===== src/rtl/uart_tx_serializer_pkg.sv =====
// uart_tx_serializer_pkg: shared FSM states and parity modes for the UART TX/RX paths
package uart_tx_serializer_pkg;
  typedef enum logic [2:0] {IDLE, START, DATA, PAR, STOP} txState_t;
  localparam int PARITY_NONE = 0;
  localparam int PARITY_EVEN = 1;
  localparam int PARITY_ODD = 2;
endpackage


===== src/rtl/uart_tx_serializer_baud_tick.sv =====
// uart_baud_tick: bit-period counter, tick high on the last cycle of each bit
module uart_baud_tick #(
  parameter int CLKS_PER_BIT = 434
) (
  input  logic clk,
  input  logic rst,
  input  logic restart,
  output logic tick
);
  localparam int W = $clog2(CLKS_PER_BIT);
  localparam logic [W-1:0] TERM = W'(CLKS_PER_BIT - 1);
  logic [W-1:0] cnt;
  always_comb tick = cnt == TERM;
  always_ff @(posedge clk)
    if (rst || restart) cnt <= '0;
    else cnt <= tick ? '0 : cnt + 1'b1;
endmodule


===== src/rtl/uart_tx_serializer.sv =====
// uart_tx_serializer: start bit, 8 data bits LSB first, optional parity, 1-2 stop bits
module uart_tx_serializer
  import uart_tx_serializer_pkg::*;
#(
  parameter int CLK_FREQ = 50_000_000,
  parameter int BAUD = 115200,
  parameter int CLKS_PER_BIT = CLK_FREQ / BAUD,
  parameter int PARITY = PARITY_NONE,
  parameter int STOP_BITS = 1
) (
  input  logic       clk,
  input  logic       rst,
  input  logic       txStart,
  input  logic [7:0] txData,
  output logic       txBusy,
  output logic       txDone,
  output logic       tx
);
  txState_t state;
  logic [7:0] shiftReg;
  logic [2:0] bitIdx;
  logic parityAcc;
  logic tick;
  logic restart;
  always_comb restart = state == IDLE;
  uart_baud_tick #(.CLKS_PER_BIT(CLKS_PER_BIT)) baudTick (
    .clk(clk),
    .rst(rst),
    .restart(restart),
    .tick(tick)
  );
  always_ff @(posedge clk)
    if (rst) begin
      state <= IDLE;
      tx <= 1'b1;
      txBusy <= 1'b0;
      txDone <= 1'b0;
      bitIdx <= '0;
      shiftReg <= '0;
      parityAcc <= 1'b0;
    end else begin
      txDone <= 1'b0;
      case (state)
        IDLE:
          if (txStart) begin
            shiftReg <= txData;
            tx <= 1'b0;
            txBusy <= 1'b1;
            state <= START;
          end
        START:
          if (tick) begin
            tx <= shiftReg[0];
            parityAcc <= shiftReg[0];
            shiftReg <= {1'b0, shiftReg[7:1]};
            bitIdx <= '0;
            state <= DATA;
          end
        DATA:
          if (tick) begin
            if (bitIdx == 3'd7) begin
              bitIdx <= '0;
              tx <= (PARITY != PARITY_NONE) ? parityAcc ^ (PARITY == PARITY_ODD) : 1'b1;
              state <= (PARITY != PARITY_NONE) ? PAR : STOP;
            end else begin
              tx <= shiftReg[0];
              parityAcc <= parityAcc ^ shiftReg[0];
              shiftReg <= {1'b0, shiftReg[7:1]};
              bitIdx <= bitIdx + 3'd1;
            end
          end
        PAR:
          if (tick) begin
            tx <= 1'b1;
            bitIdx <= '0;
            state <= STOP;
          end
        STOP:
          if (tick) begin
            // bitIdx reused to count stop-bit periods
            if (bitIdx == 3'(STOP_BITS - 1)) begin
              txBusy <= 1'b0;
              txDone <= 1'b1;
              bitIdx <= '0;
              state <= IDLE;
            end else bitIdx <= bitIdx + 3'd1;
          end
        default: state <= IDLE;
      endcase
    end
endmodule


===== config.mk =====
export PLATFORM = sky130hd
export DESIGN_NAME = uart_tx_serializer
export DESIGN_NICKNAME = d
export VERILOG_FILES = /design/src/rtl/uart_tx_serializer_pkg.sv /design/src/rtl/uart_tx_serializer_baud_tick.sv /design/src/rtl/uart_tx_serializer.sv
export SDC_FILE = /design/constraint.sdc
export NUM_CORES = 1
export LEC_CHECK = 0
export CORE_ASPECT_RATIO = 1.75
export CORE_MARGIN = 2
export CORE_UTILIZATION = 50
export CTS_BUF_LIST = sky130_fd_sc_hd__clkbuf_4 sky130_fd_sc_hd__clkbuf_8
export DETAILED_ROUTE_END_ITERATION = 16
export GPL_ROUTABILITY_DRIVEN = 0
export MAX_ROUTING_LAYER = met4
export PLACE_DENSITY = 0.8
export SETUP_SLACK_MARGIN = 0.02
export SLEW_MARGIN = 20
export SYNTH_ARGS = -nofsm -noshare
export SYNTH_HDL_FRONTEND = slang
export SYNTH_HIERARCHICAL = 1
export SYNTH_SLANG_ARGS = --single-unit

===== constraint.sdc =====
create_clock -name clk -period 3 [get_ports clk]
set_clock_uncertainty 0.05 [all_clocks]
set_input_delay 0.45 -clock clk [delete_from_list [all_inputs] [get_ports clk]]
set_output_delay 0.45 -clock clk [all_outputs]
set_load 0.02 [all_outputs]

; ---- Word-level counts from Yosys, hierarchy flattened
; Index checks and enable logic that the tools add are counted.
[op_classes]
eq_ne = 15
bitwise = 2
add_sub_neg = 2
reduce_logical = 15
n_mux = 30
[op_table]
columns = cell, n
row1 = $mux W3, 12
row2 = $mux W8, 4
row3 = $pmux W8 S3, 1
row4 = $pmux W3 S5, 1
row5 = $ne A2 B1 Y1 const B, 5
row6 = $reduce_and A5 Y1, 2
row7 = $add A9 B1 Y9 const B, 1
row8 = $eq A9 B9 Y1 const B, 1
row9 = $mux W1, 9
row10 = $pmux W3 S3, 1
row11 = $ne A2 B2 Y1 const B, 4
row12 = $reduce_and A4 Y1, 2
row13 = $reduce_and A7 Y1, 1
row14 = $eq A3 B2 Y1 const B, 2
row15 = $eq A3 B3 Y1 const B, 2
row16 = $logic_not A3 Y1, 2
row17 = $reduce_bool A3 Y1, 2
row18 = $pmux W1 S4, 1
row19 = $reduce_bool A4 Y1, 1
row20 = $reduce_or A2 Y1, 2
row21 = $add A3 B1 Y3 const B, 1
row22 = $eq A3 B1 Y1 const B, 1
row23 = $reduce_or A3 Y1, 1
row24 = $not A1 Y1, 2
row25 = 3 further kinds, 3
[word_totals]
word_cells = 71
reg_bits = 26
out_inout_bits = 3
inputBits = 11

; ---- Depth between registers and ports, before layout
; Gate-level depths: netlist (run 1).
[logic_depth]
word_depth = 4
mapped_depth = 9
mapped_depth_nobuf = 8

; ---- Modules after synthesis
; Netlist (run 1), hierarchy kept.
[by_module_without_submodules]
columns = mod, area_per_inst_um2, seq_area_each_um2, n_inst, cells_each
row1 = uart_tx_serializer, 928.4, 340.3, 1, 106
row2 = uart_baud_tick, 414.1, 180.2, 1, 46

; ---- Least setup slack after synthesis (run 1)
; OpenSTA, ideal clock, no wires.
[synth_path]
path_type = register to register
from = reg baudTick.cnt[2]
to = reg state[1]
arrival_time_ps = 2161
required_time_ps = 2879
path_slack_ps = 718
stages_incl_launch_ff = 7
path_buffers = 0
synth_period_minus_slack_ps = 2282
setup_time_ps = 71
path_cell_list = dfxtp_1 or3_1 nor3_1 o21ai_0 a32o_1 or4_1 a21oi_1
[synth_via]
elab_chain_len = 3
word_cells_on_any_way = 6
classes_between = eq/ne (5) / reduce/logical (1)
[synth_rtl]
columns = element, line_no
row1 = from (decl), uart_tx_serializer_baud_tick.sv:12  ; logic [W-1:0] cnt;
row2 = from (signal assigned), uart_tx_serializer_baud_tick.sv:16  ; else cnt <= tick ? '0 : cnt + 1'b1;
row3 = $eq A9 B9 Y1 (*), uart_tx_serializer_baud_tick.sv:13  ; always_comb tick = cnt == TERM;
row4 = net tick, uart_tx_serializer.sv:23  ; logic tick;
row5 = $ne A2 B1 Y1 (no source line), --
row6 = $reduce_and A7 Y1 (no source line) (*), --
row7 = to (signal assigned), uart_tx_serializer.sv:64  ; state <= (PARITY != PARITY_NONE) ? PAR : STOP;
row8 = to (decl), uart_tx_serializer.sv:19  ; txState_t state;
; The timed path passes the listed nets; every way through them passes the cells marked *.
; A chain may end at the register's enable or synchronous reset.

; ---- Worst setup path after layout (run 1)
; Ends and elaborated chain as after synthesis.

==> summary.md, run 1 <==
| Metric | Value |
|---|---|
| Status | finished, final reports clean |
| Post-CTS Repair Setup Buffers | 0 |
| Vias in the first global route | 1078 |
| Root Buffer | clkbuf_8 |
| Port bufs | 13 |
| Relative slew margins | 57.5% |
| CP arrival | 2.71 ns |
| Mapped Area | 0.00134 mm² |
| Clock Power Share | 36.0% |
| Logic pwr share | 15.5% |
| Netlist cell types | 40 |
| Worst R2R Start | baudTick/cnt[2] |
| Ports | 14 |
| Final Critical Period | 2.57 ns |
| Reg2Reg Setup Slack | 0.43 ns |
| Leak pwr | 0.542 nW |
| Antenna-violating nets left | 0 |
| Synth area leaders | dfxtp_1 39%, mux2i_1 6.7%, ha_1 5.6% |
| Die height | 72.6 µm |
| Flop pwr share | 48.5% |
| Net switching power | 190 µW |
| CP max FO | 7 |
| Die X | 43.2 µm |
| CP Class | reg -> reg |
| Synth top area share | 38.8% |
| Min-delay worst type | reg -> reg |
| Total negative setup slack | 0 ns |
| Critical Path End Type | flip-flop |
| Clock slew at reported path FFs | 0.09 ns |
| Clock buffer depth | 2 |
| Core Footprint | 0.00252 mm² |
| Max Cap Viol | 0 |
| Post-synth top area cell | dfxtp_1 |
| Initial antenna violation count | 0 |
| Final hold vios | 0 |
| First-pass GRT wire length | 4480 µm |
| Starting Density | 53.2% |
| Warnings, synthesis | 6 |
| RR Endpoint | state[1] |
| Num rows | 24 |
| Yosys reg bits | 26 |
| CP Launch Point | baudTick/cnt[2] |
| Largest net degree at the start of global routing | 18 |
| Total grt overflow | 0 |
| Worst-skew pair later-pin latency | 0.27 ns |
| Post-synth EDFFs | 0 |
| Most common cell after layout, fill and taps aside | dfxtp_1 |
| Fin area | 0.00155 mm² |
| Vias | 1142 |
| H-tree levels | 1 |
| Final period util | 85.7% |
| Final hold slack | 0.426 ns |
| Final setup viols | 0 |
| Final Max Slew Viols | 0 |
| Total CTS buffers | 3 |
| Startpoint Class | flip-flop |
| DR pass1 iterations | 4 |
| Routed wire length | 2580 µm |
| Placed Area | 0.00148 mm² |
| Highest-count cells in the layout ignoring fill and taps | 26 x dfxtp_1, 17 x nor2_1, 13 x clkdlybuf4s50_1, 9 x mux2i_1, 9 x a21oi_1 |
| Initial DRC Count | 15 |
| N_diodes | 0 |
| Switching share of power | 23.9% |
| Post-synth ARST share | 0% |
| R2R depth | 6 |
| CP endpoint | state[1] |
| DRC | 0 |
| Total track usage | 19.2% |
| Final core occ | 61.4% |
| Post-CTS resize count | 0 |
| Main synth FF type | dfxtp_1 |
| # hold bufs at CTS | 0 |
| Internal Power | 606 µW |
| Seq/Total Area, Yosys | 38.8% |
| Unrepaired setup endpoints after global routing | false |
| Clock Sinks | 26 |
| Post-DP HPWL | 1930 µm |
| Via density | 6.04 |
| Mean Syn Cell Area | 8.83 µm² |
| Slew @ Worst Pin | 0.636 ns |
| Worst endpoint required time | 3.14 ns |
| Routed len/inst | 13.7 µm |
| Peak supply drop | 0.000355 V |
| Die area | 0.00313 mm² |
| Final net count | 181 |
| TritonCTS clock tree | built |
| Mapped Nets | 169 |
| Cells after Synth | 152 |
| Layout cell share with drive strength beyond 1 | 6.75% |
| PD cells | 514 mW/mm² |
| Area delta synth->final | 15.3% |
| Achievable clock frequency | 0.389 GHz |
[power groups by stage]
stage               combinational (mW)  sequential, mW  clock (mW)
floorplan                       0.0926           0.388           0
global placement                 0.119           0.393           0
detailed placement               0.124           0.394           0
CTS                              0.125           0.386       0.293
global route                     0.139           0.391       0.309
finish                           0.124           0.386       0.286
[worst min path at each step]
stage	from	end	slack [ns]	cells after the start
finish	baudTick/cnt[0]	baudTick/cnt[0]	0.43	1
global route	shiftReg[7]	shiftReg[7]	0.45	2
CTS	shiftReg[7]	shiftReg[7]	0.43	2
detailed placement	baudTick/cnt[0]	baudTick/cnt[0]	0.42	1
global placement	tx	tx	0.40	2
floorplan	baudTick/cnt[0]	baudTick/cnt[0]	0.38	1
[metrics by stage]
stage	total power [mW]	worst slack, ns	cells
2_1_floorplan	0.481	0.718	152
3_3_place_gp	0.512	0.599	185
3_5_place_dp	0.518	0.486	185
4_1_cts	0.805	0.466	189
5_1_grt	0.839	0.257	189
6_report	0.796	0.430	189
[synth_stat cells (3+ instances only)]
cell type  instances
nand3_1            6
nand2b_1           4
nor3_1             4
dfxtp_1           26
ha_1               6
a211oi_1           7
clkbuf_1           3
or3_1              5
a21oi_1            9
o21ai_0            8
inv_1              6
nor2_1            17
nand2_1            8
mux2i_1            9
[flip-flops by register name (all words and copies together) (netlist names)]
name / flops
baudTick/cnt: 9
shiftReg: 8
bitIdx: 3
state: 3
tx: 1
txBusy: 1
txDone: 1
[logic make-up (layout without fill, tap and decap cells)]
group                    Yosys count  in the layout  share of synthesized area [%]
AND/OR/NAND/NOR                   57             57                           22.5
adder cells (fa/ha/maj)            6              6                           5.59
multiplexers                      10             10                           7.55
AO/OA/AOI/OAI                     37             37                           19.2
flip-flops                        26             26                           38.8
XOR/XNOR                           4              4                           2.61
buffers and inverters             12             23                           3.82
[layer usage]
metal,wire (µm),global-route usage [%],share of wire [%],vias to the layer above
met2,1420,32.3,55,15
met5,0,-,0,-
li1,-,-,-,578
met4,61,11.8,2.4,0
met1,1050,20.4,41,545
met3,50,3.23,1.9,4
[worst max-delay path, stage by stage (launching register included)]
cell,delay [ns]
dfxtp_1,0.37
or3_1,0.43
nor3_1,0.47
o21ai_0,0.23
a32o_1,0.34
or4_1,0.48
a21oi_1,0.13
[cell type report]
class                           instances  area, µm²
Fill cell                             222        975
Multi-Input combinational cell        114        771
Sequential cell                        26        520
Timing Repair Buffer                   13        130
Clock buffer                            3       41.3
Tap cell                               26       32.5
Clock inverter                          1       30.0
Inverter                                6       22.5
No activity file was read; power rests on OpenSTA's default activity.
==> run 2, diff against run 1 <==
- CORE_MARGIN: 2 -> 1.5
==> summary.md, run 2 (synthesis results as in run 1) <==
| Metric | Value |
|---|---|
| Num rows | 24 (unchanged) |
| Critical Path End Type | flip-flop (unchanged) |
| H-tree levels | 1 (unchanged) |
| DRC | 0 (unchanged) |
| Slew @ Worst Pin | 0.618 ns (was 0.636 ns) |
| Most common cell after layout, fill and taps aside | dfxtp_1 (unchanged) |
| Final hold vios | 0 (unchanged) |
| Met1 Routed Length | 1100 µm (was 1050 µm) |
| CP max stage delay | 0.46 ns (was 0.48 ns) |
| Ports | 14 (unchanged) |
| Switching share of power | 24.3% (was 23.9%) |
| Logic pwr share | 15.4% (was 15.5%) |
| FF+latch area | 520 µm² (unchanged) |
| Fill count | 232 (was 222) |
| Final period util | 85.0% (was 85.7%) |
| Routed wire length | 2690 µm (was 2580 µm) |
| Status | finished, final reports clean (unchanged) |
| Cells after DPL | 185 (unchanged) |
| Flop pwr share | 48.3% (was 48.5%) |
| CP max FO | 7 (unchanged) |
| CP arrival | 2.70 ns (was 2.71 ns) |
| DR pass1 iterations | 4 (unchanged) |
| Final Critical Period | 2.55 ns (was 2.57 ns) |
| Worst endpoint required time | 3.15 ns (was 3.14 ns) |
| Worst-skew pair later-pin latency | 0.27 ns (about the same) |
| Final Max Slew Viols | 0 (unchanged) |
| Total CTS buffers | 3 (unchanged) |
| Clock buffer depth | 2 (unchanged) |
| Port bufs | 13 (unchanged) |
| Total grt overflow | 0 (unchanged) |
| Final net count | 181 (unchanged) |
| Total negative setup slack | 0 ns (unchanged) |
| Antenna-violating nets left | 0 (unchanged) |
| Top Metal Used | met4 (unchanged) |
| CP Cell Sequence | or3_1 > nor3_1 > o21ai_0 > a32o_1 > or4_1 > a21oi_1 (unchanged) |
| Achievable clock frequency | 0.392 GHz (was 0.389 GHz) |
| Setup ws final | 0.450 ns (was 0.430 ns) |
| Total track usage | 21.0% (was 19.2%) |
| Via density | 5.97 (was 6.04) |
| Post-CTS Repair Setup Buffers | 0 (unchanged) |
| Die X | 42.2 µm (was 43.2 µm) |
| # hold bufs at CTS | 0 (unchanged) |
| Root Buffer | clkbuf_8 (unchanged) |
| Routed len/inst | 14.2 µm (was 13.7 µm) |
| Vias | 1129 (was 1142) |
| Clock Sinks | 26 (unchanged) |
| N_diodes | 0 (unchanged) |
| Largest register FFs | 9 (unchanged) |
| Area delta synth->final | 15.3% (unchanged) |
| Highest-count cells in the layout ignoring fill and taps | 26 x dfxtp_1, 17 x nor2_1, 13 x clkdlybuf4s50_1, 9 x mux2i_1, 9 x a21oi_1 (unchanged) |
| Vias in the first global route | 1177 (was 1078) |
| Die area | 0.00302 mm² (was 0.00313 mm²) |
| PD cells | 518 mW/mm² (was 514 mW/mm²) |
| CP max stage cell | nor3_1 (was or4_1) |
| First-pass GRT wire length | 4900 µm (was 4480 µm) |
| Final setup viols | 0 (unchanged) |
| Unrepaired setup endpoints after global routing | false (unchanged) |
| Met3 Wirelength | 56 µm (was 50 µm) |
| Peak supply drop | 0.000393 V (was 0.000355 V) |
| Max Cap Viol | 0 (unchanged) |
| TritonCTS clock tree | built (unchanged) |
| Layout cell share with drive strength beyond 1 | 6.75% (unchanged) |
| Post-DP HPWL | 2010 µm (was 1930 µm) |
| Multi-input logic area | 771 µm² (unchanged) |
| CP Class | reg -> reg (unchanged) |
| Core Footprint | 0.00252 mm² (unchanged) |
| Initial antenna violation count | 0 (unchanged) |
| Largest net degree at the start of global routing | 18 (unchanged) |
| Die height | 71.6 µm (was 72.6 µm) |
| Starting Density | 53.2% (unchanged) |
| Initial DRC Count | 22 (was 15) |
| Reg with most FFs | baudTick/cnt (unchanged) |
| Clock Power Share | 36.3% (was 36.0%) |
| Net switching power | 195 µW (was 190 µW) |
| Dpl ws | 0.491 ns (was 0.486 ns) |
| Startpoint Class | flip-flop (unchanged) |
| Internal Power | 606 µW (about the same) |
| Largest regs | baudTick/cnt x9, shiftReg x8 (unchanged) |
| Non-filler instance count after layout | 189 (unchanged) |
| Leak pwr | 0.542 nW (unchanged) |
| Clock slew at reported path FFs | 0.09 ns (about the same) |
| Post-CTS resize count | 0 (unchanged) |
| Met2 wire len | 1490 µm (was 1420 µm) |
| Relative slew margins | 58.7% (was 57.5%) |
| Min-delay worst type | reg -> reg (unchanged) |
-- run 2: cell counts in the layout (fill, tap and decap cells not counted) --
No cell type changed its count.
-- run 2: metrics by stage --
stage          total power [mW]  instance area [µm²]  util [%]  hold WS (ns)
6_report                  0.801                 1550      61.4         0.426
5_1_grt                   0.835                 1550      61.4         0.457
4_1_cts                   0.806                 1550      61.4         0.431
3_5_place_dp              0.519                 1480      58.5         0.419
3_3_place_gp              0.511                 1480      58.5         0.401
2_1_floorplan             0.481                 1340         -         0.383
-- run 2: final timing paths --
check                        from           to  slack [ns]  cells past startpoint
setup / recovery  baudTick/cnt[2]     state[1]        0.45                      6
hold / removal        shiftReg[7]  shiftReg[7]        0.43                      2
setup reg to reg  baudTick/cnt[2]     state[1]        0.45                      6
hold reg to reg       shiftReg[7]  shiftReg[7]        0.43                      2
-- run 2: final cells by class --
| type | instances | share of cell area, % |
|---|---|---|
| multi-input combinational | 114 | 49.8 |
| inverter | 6 | 1.46 |
| timing repair buffer | 13 | 8.41 |
| clock inverter | 1 | 1.94 |
| clock buffer | 3 | 2.67 |
| tap | 26 | 2.10 |
| sequential | 26 | 33.6 |
-- run 2: critical path, delay by kind of cell, from the launching register on --
family | cells | cell delay (ns)
and+or+nand+nor | 3 | 1.35
AOI/OAI and AO/OA | 3 | 0.71
DFF | 1 | 0.37
-- run 2: power by group through the flow --
| stage | registers (mW) | logic, mW | clock network (mW) |
|---|---|---|---|
| 6_report | 0.387 | 0.123 | 0.291 |
| 5_1_grt | 0.391 | 0.137 | 0.307 |
| 4_1_cts | 0.387 | 0.125 | 0.294 |
| 3_5_place_dp | 0.395 | 0.124 | 0 |
| 3_3_place_gp | 0.393 | 0.119 | 0 |
| 2_1_floorplan | 0.388 | 0.0926 | 0 |
-- run 2: metal layers --
layer / global-route usage, % / vias up
met5: - / -
met4: 9.38 / 0
met3: 2.77 / 5
met2: 36.9 / 13
met1: 23.0 / 536
li1: - / 575
